$ cat config.mk
export PLATFORM = sky130hd
export DESIGN_NAME = seven_seg_scanner
export DESIGN_NICKNAME = d
export VERILOG_FILES = /design/src/rtl/traffic_disp_pkg.sv /design/src/rtl/disp_slot_timer.sv /design/src/rtl/seven_seg_scanner.sv
export SDC_FILE = /design/constraint.sdc
export NUM_CORES = 1
export LEC_CHECK = 0
export CAP_MARGIN = 20
export CORE_MARGIN = 2
export CORE_UTILIZATION = 47
export DETAILED_ROUTE_END_ITERATION = 10
export GPL_TIMING_DRIVEN = 0
export PLACE_DENSITY = 0.8
export SETUP_SLACK_MARGIN = 0.3
export SYNTH_ARGS = -nofsm -noshare
export SYNTH_HDL_FRONTEND = slang
export SYNTH_SLANG_ARGS = --single-unit
$ cat constraint.sdc
create_clock -name clk -period 3.06 [get_ports clk]
set_clock_uncertainty 0.2 [all_clocks]
set_input_delay 0.459 -clock clk [delete_from_list [all_inputs] [get_ports clk]]
set_output_delay 0.459 -clock clk [all_outputs]
set_load 0.05 [all_outputs]
$ cat src/rtl/traffic_disp_pkg.sv
// traffic_disp_pkg
// Shared definitions for the traffic controller display path: digit and road
// index constants, the blank segment pattern, the slot FSM state type and the
// digit-to-road mapping used to pick a digit's blink_en bit.
package traffic_disp_pkg;

  // Digit slots in scan order; an[i] selects digit i.
  localparam logic [2:0] DIG_N_MSB = 3'd0;
  localparam logic [2:0] DIG_N_LSB = 3'd1;
  localparam logic [2:0] DIG_E_MSB = 3'd2;
  localparam logic [2:0] DIG_E_LSB = 3'd3;
  localparam logic [2:0] DIG_S_MSB = 3'd4;
  localparam logic [2:0] DIG_S_LSB = 3'd5;
  localparam logic [2:0] DIG_W_MSB = 3'd6;
  localparam logic [2:0] DIG_W_LSB = 3'd7;

  // Road indices are bit positions within blink_en.
  localparam logic [1:0] ROAD_N = 2'd3;
  localparam logic [1:0] ROAD_E = 2'd2;
  localparam logic [1:0] ROAD_S = 2'd1;
  localparam logic [1:0] ROAD_W = 2'd0;

  // Active-high segment pattern with every segment dark.
  localparam logic [6:0] SEG_OFF = 7'h00;

  typedef enum logic {
    ST_BLANK = 1'b0,
    ST_DRIVE = 1'b1
  } slot_state_e;

  // Each road owns two consecutive digits (idx>>1), but blink_en lists the
  // roads N-first from the MSB, so the pair number is reversed.
  function automatic logic [1:0] digit_road(input logic [2:0] idx);
    return ~idx[2:1];
  endfunction

endpackage

$ cat src/rtl/disp_slot_timer.sv
// disp_slot_timer
// Slot timing for the display scanner: slot counter, BLANK/DRIVE FSM,
// current digit index and the end-of-scan pulse.
//   clk, reset  : clock, synchronous active-high reset
//   digit_idx   : digit currently being scanned (registered)
//   scan_done   : one-cycle pulse in the last cycle of slot 7 (registered)
//   capture     : high in the last BLANK cycle of a slot
//   drive_next  : the FSM will be in DRIVE during the next cycle
module disp_slot_timer
  import traffic_disp_pkg::*;
#(
  parameter int unsigned TICK_DIV     = 100000,
  parameter int unsigned BLANK_CYCLES = 1000
) (
  input  logic       clk,
  input  logic       reset,
  output logic [2:0] digit_idx,
  output logic       scan_done,
  output logic       capture,
  output logic       drive_next
);

  localparam int CW = $clog2(TICK_DIV);

  logic [CW-1:0] slot_cnt;
  logic          slot_last;
  slot_state_e   state;
  slot_state_e   state_next;

  assign slot_last = (slot_cnt == CW'(TICK_DIV - 1));

  // NOTE: every variable assigned here gets a default first, so no path
  // through the block leaves it unassigned and no latch is inferred.
  always_comb begin
    state_next = state;
    capture    = 1'b0;
    case (state)
      ST_BLANK: begin
        if (slot_cnt == CW'(BLANK_CYCLES - 1)) begin
          state_next = ST_DRIVE;
          capture    = 1'b1;
        end
      end
      ST_DRIVE: begin
        if (slot_last) state_next = ST_BLANK;
      end
      default: state_next = ST_BLANK;
    endcase
  end

  assign drive_next = (state_next == ST_DRIVE);

  // NOTE: sequential state uses non-blocking assignments so every register
  // samples pre-edge values regardless of statement order.
  always_ff @(posedge clk) begin
    if (reset) begin
      state     <= ST_BLANK;
      slot_cnt  <= '0;
      digit_idx <= DIG_N_MSB;
      scan_done <= 1'b0;
    end else begin
      state <= state_next;
      if (slot_last) begin
        slot_cnt  <= '0;
        digit_idx <= digit_idx + 3'd1;
      end else begin
        slot_cnt <= slot_cnt + CW'(1);
      end
      // Registered one cycle early so the pulse lands on slot_cnt==TICK_DIV-1.
      scan_done <= (digit_idx == DIG_W_LSB) && (slot_cnt == CW'(TICK_DIV - 2));
    end
  end

endmodule

$ cat src/rtl/seven_seg_scanner.sv
// seven_seg_scanner
// Time-multiplexed driver for the eight traffic countdown digits. Scans the
// digits N_MSB..W_LSB on a shared segment bus with a blanking gap at the head
// of each slot, and can blink the digit pair of any road.
//   clk, reset         : clock, synchronous active-high reset
//   n/e/s/w_msb/lsb    : active-high segment patterns, a..g on [6:0]
//   blink_en           : per-road blink request, [3]=N [2]=E [1]=S [0]=W
//   seg                : shared segment bus, output polarity applied
//   an                 : digit enables, at most one active, polarity applied
//   digit_idx          : current slot index
//   scan_done          : one-cycle pulse at the end of slot 7
module seven_seg_scanner
  import traffic_disp_pkg::*;
#(
  parameter int unsigned TICK_DIV       = 100000,
  parameter int unsigned BLANK_CYCLES   = 1000,
  parameter int unsigned BLINK_SCANS    = 64,
  parameter bit          SEG_ACTIVE_LOW = 1'b1,
  parameter bit          AN_ACTIVE_LOW  = 1'b1
) (
  input  logic       clk,
  input  logic       reset,
  input  logic [6:0] n_msb,
  input  logic [6:0] n_lsb,
  input  logic [6:0] e_msb,
  input  logic [6:0] e_lsb,
  input  logic [6:0] s_msb,
  input  logic [6:0] s_lsb,
  input  logic [6:0] w_msb,
  input  logic [6:0] w_lsb,
  input  logic [3:0] blink_en,
  output logic [6:0] seg,
  output logic [7:0] an,
  output logic [2:0] digit_idx,
  output logic       scan_done
);

  localparam int         SCW     = (BLINK_SCANS > 1) ? $clog2(BLINK_SCANS) : 1;
  localparam logic [6:0] SEG_POL = SEG_ACTIVE_LOW ? 7'h7F : 7'h00;
  localparam logic [7:0] AN_POL  = AN_ACTIVE_LOW ? 8'hFF : 8'h00;

  logic           capture;
  logic           drive_next;
  logic [6:0]     pat_sel;
  logic [6:0]     pat_cap;
  logic [6:0]     pat_next;
  logic           blink_cap;
  logic           blink_next;
  logic           show_next;
  logic           blink_phase;
  logic [SCW-1:0] scan_cnt;

  disp_slot_timer #(
    .TICK_DIV     (TICK_DIV),
    .BLANK_CYCLES (BLANK_CYCLES)
  ) u_timer (
    .clk        (clk),
    .reset      (reset),
    .digit_idx  (digit_idx),
    .scan_done  (scan_done),
    .capture    (capture),
    .drive_next (drive_next)
  );

  always_comb begin
    pat_sel = SEG_OFF;
    case (digit_idx)
      DIG_N_MSB: pat_sel = n_msb;
      DIG_N_LSB: pat_sel = n_lsb;
      DIG_E_MSB: pat_sel = e_msb;
      DIG_E_LSB: pat_sel = e_lsb;
      DIG_S_MSB: pat_sel = s_msb;
      DIG_S_LSB: pat_sel = s_lsb;
      DIG_W_MSB: pat_sel = w_msb;
      DIG_W_LSB: pat_sel = w_lsb;
      default:   pat_sel = SEG_OFF;
    endcase
  end

  // The output registers are loaded from the values the capture registers are
  // about to hold, so a captured pattern reaches seg on the first DRIVE cycle.
  // blink_phase only moves at the slot 7 -> slot 0 boundary, when drive_next
  // is low, so it is stable for the whole of any slot.
  always_comb begin
    pat_next   = capture ? pat_sel : pat_cap;
    blink_next = capture ? blink_en[digit_road(digit_idx)] : blink_cap;
    show_next  = drive_next && !(blink_next && !blink_phase);
  end

  always_ff @(posedge clk) begin
    if (reset) begin
      // NOTE: the capture registers are reset too, so a restarted scan never
      // carries a pattern or blink bit over from before the reset.
      pat_cap     <= SEG_OFF;
      blink_cap   <= 1'b0;
      scan_cnt    <= '0;
      blink_phase <= 1'b1;
      seg         <= SEG_OFF ^ SEG_POL;
      an          <= 8'h00 ^ AN_POL;
    end else begin
      pat_cap   <= pat_next;
      blink_cap <= blink_next;
      if (scan_done) begin
        if (scan_cnt == SCW'(BLINK_SCANS - 1)) begin
          scan_cnt    <= '0;
          blink_phase <= ~blink_phase;
        end else begin
          scan_cnt <= scan_cnt + SCW'(1);
        end
      end
      // an and seg are loaded together, so an never goes active while seg
      // still holds the previous digit's pattern.
      seg <= (show_next ? pat_next : SEG_OFF) ^ SEG_POL;
      an  <= (show_next ? (8'b1 << digit_idx) : 8'h00) ^ AN_POL;
    end
  end

endmodule

==> metrics <==
crit path kind flop to flop; Final nets 463; XOR/XNOR share of the synthesized area under 10%; sum of buffers and inverters on the critical path 5; mux cell area share after synthesis 1.23%; adder-cell area share of the yosys netlist approximately 4.3%; hold path start pat_cap[1]; worst hold slack 0.239 ns; via/cell ratio approximately 5.6; Synthesized Nets 374; FF-to-FF End pat_cap[5]; post-synthesis compound-gate area fraction a little over 20%; R2R setup slack about 0.43 ns; Place WS -0.208 ns; final instance area about 3700 um2; Synth Area per Inst slightly below 9 um2; Ys Warns 0; DR WL/cell between 15 and 20 um; CTS tree yes; total grt overflow 0; CP cell instances clkbuf_2 -> buf_4 -> clkinvlp_4 -> ha_1 -> buf_2 -> nor4_4 -> buf_4 -> a222oi_1 -> a2bb2oi_2 -> a41o_1; Util after Layout just under 70%; IO Port Bufs 80; Syn-to-layout area delta 40.3%; mapped cell area between 2000 and 3000 um2; critical path data required time slightly above 3 ns; CP top delay family buffers and inverters; number of DRC markers in iteration 0 ~110; register area share after synthesis ~40%; dominant cell type by area after synthesis dfxtp_1; final hold vios 0; row count 27; power per cell area about 360 nW/um2; largest family of logic cells by synthesized area simple AND/OR/NAND/NOR gates; clock-pin slew on the worst setup and hold paths ~0.10 ns; initial antenna violation count 0; Worst slew margin a little under two thirds; Routed WL about 7600 um; Post-synth EDFFs 0; Arr. time, crit path around 2.7 ns; leakage about 1.3 nW; Tmin final ~2.6 ns; clock buffer count from CTS 5; vias in the first global route about 2500; hold_buf cts 0; post-route ant nets 0; Cells after DPL ~460; ys async rst share 0%; achievable frequency ~380 MHz; Mapped Cells 303; Crit-path slowest cell a222oi_1; gpl congestion 0.872; FF+latch count, synth between 50 and 60; synth top area cells dfxtp_1, a22oi_1, ha_1; DRC errors left 0; VDD IR max about 0.30 mV; Setup crit start u_timer.digit_idx[2]; CP Capture Type flop; Die Span Y roughly 80 um; Ant. Diodes 0; Simple-Gate Fraction of Synth Area between 20% and 30%; DP Area around 3500 um2; GRT Total Usage between 20% and 30%; Netlist cell types 46; share of cells above drive strength 1 under 10%; Setup-failing EPs final 0; initial core utilization about half; CP max FO 10; status complete, no violations; most frequent cell after synthesis dfxtp_1; Clock Latency Late Sink 0.31 ns; share of the synthesized area in the top cell type about two fifths; ys flop type dfxtp_1; Slew @ Worst Pin about 0.54 ns; global-route wire length before repair about 12000 um; total power draw roughly 1.3 mW; setup TNS 0 ns; worst hold stages 1; Hold EP seg[1]; reg2reg path depth 10; max_cap viols 0; unrepaired setup endpoints after global routing false; clock buffer depth 2; largest net degree at the start of global routing 16; Period Utilization, post-route 86.1%; Final WS setup ~0.43 ns; Root Buffer clkbuf_8; HPWL after DPL ~5600 um; die width 79.1 um; fin cells 464; DRT Pass-1 Iters 4; Slew Limit Fails 0; Post-synth top cells dfxtp_1, nor2_1, a22oi_1, a21oi_1, nand2_1; die area 6250 um2; R2R Path Start u_timer.digit_idx[2]; CP dominant cell by count buf_4; startpoint types flop; min-delay worst type flop to flop; DR vias ~2600; max incr delay on CP about 0.49 ns; Boundary Pins 81; Clock H-tree levels 2; core region area around 5500 um2; number of clock sinks 52
## power by group
| group | internal (mW) | switching [mW] | leakage [nW] |
|---|---|---|---|
| Combinational | 0.0790 | 0.0287 | 0.849 |
| Sequential | 0.679 | 0.00315 | 0.420 |
| Clock | 0.322 | 0.223 | 0.0642 |
| Total | 1.08 | 0.255 | 1.33 |
## area by class of cell
class	count	area, um2
clock inverter	2	60.1
clock buffer	5	68.8
multi-input combinational	222	1490
tap	72	90.1
sequential	52	1040
fill	473	1760
buffer	21	119
timing repair buffer	82	816
inverter	8	33.8
## flip-flops by register name, summed over array words and instances, names as in the netlist
register           count
u_timer.slot_cnt      17
u_timer.state          1
pat_cap                7
u_timer.scan_done      1
blink_phase            1
blink_cap              1
u_timer.digit_idx      3
scan_cnt               6
an                     8
seg                    7
## worst reg2reg max path, cell delays in order (launching register included)
cell and delay, ns:
dfxtp_2 0.34, clkbuf_2 0.16, buf_4 0.20, clkinvlp_4 0.13, ha_1 0.15, buf_2 0.25, nor4_4 0.09, buf_4 0.16
a222oi_1 0.49, a2bb2oi_2 0.11, a41o_1 0.25
## routing by layer
layer  share of wire (%)  GRT usage, %
met2                  49          42.1
met1                  43          30.6
met4                0.71          6.03
met3                 6.8          5.11
met5                   0             0
## timing repair
item | 4_1_cts | 5_1_grt
setup buffers | 2 | 0
pin swaps | 1 | 1
endpoints found under the hold margin | 0 | 0
gates resized for setup | 4 | 8
setup endpoints to repair | 14 | 10
## how the worst max path moves through the flow
| stage | to | slack [ns] | cells after the start |
|---|---|---|---|
| finish | pat_cap[5] | 0.43 | 10 |
| global route | pat_cap[5] | 0.25 | 10 |
| CTS | pat_cap[5] | 0.39 | 10 |
| detailed placement | pat_cap[5] | -0.21 | 9 |
| global placement | pat_cap[5] | -0.19 | 9 |
| floorplan | pat_cap[5] | 0.37 | 9 |
## cell families (layout without fill, tap and decap cells)
kind of cell,count (synthesis),count (layout)
mux,2,2
fa+ha+maj,9,9
flops,52,52
xor+xnor,18,18
buf+inv,29,118
simple gates,116,116
compound gates,77,77
## cell usage in the layout, fill, tap and decap left out, types with 4 or more instances in the layout
cell             Yosys  final
a21oi_1             19     19
a221oi_1             4      4
a22oi_1             20     20
and3_1               9      9
buf_2                3      4
buf_4                3      6
clkbuf_1            12      9
clkbuf_8             0      5
clkdlybuf4s50_1      0     80
dfxtp_1             52     51
ha_1                 9      9
inv_1                8      7
nand2_1             19     19
nand3_1             14     14
nand3b_1             6      6
nand4_1             12     12
nor2_1              25     25
nor3_1               7      7
nor4_1               6      5
o211ai_1             5      5
o21ai_0             12     12
o311ai_0             6      4
or3_1                7      7
xnor2_1             12     12
xor2_1               6      6
Note: power is estimated with default switching activity, not from simulation.
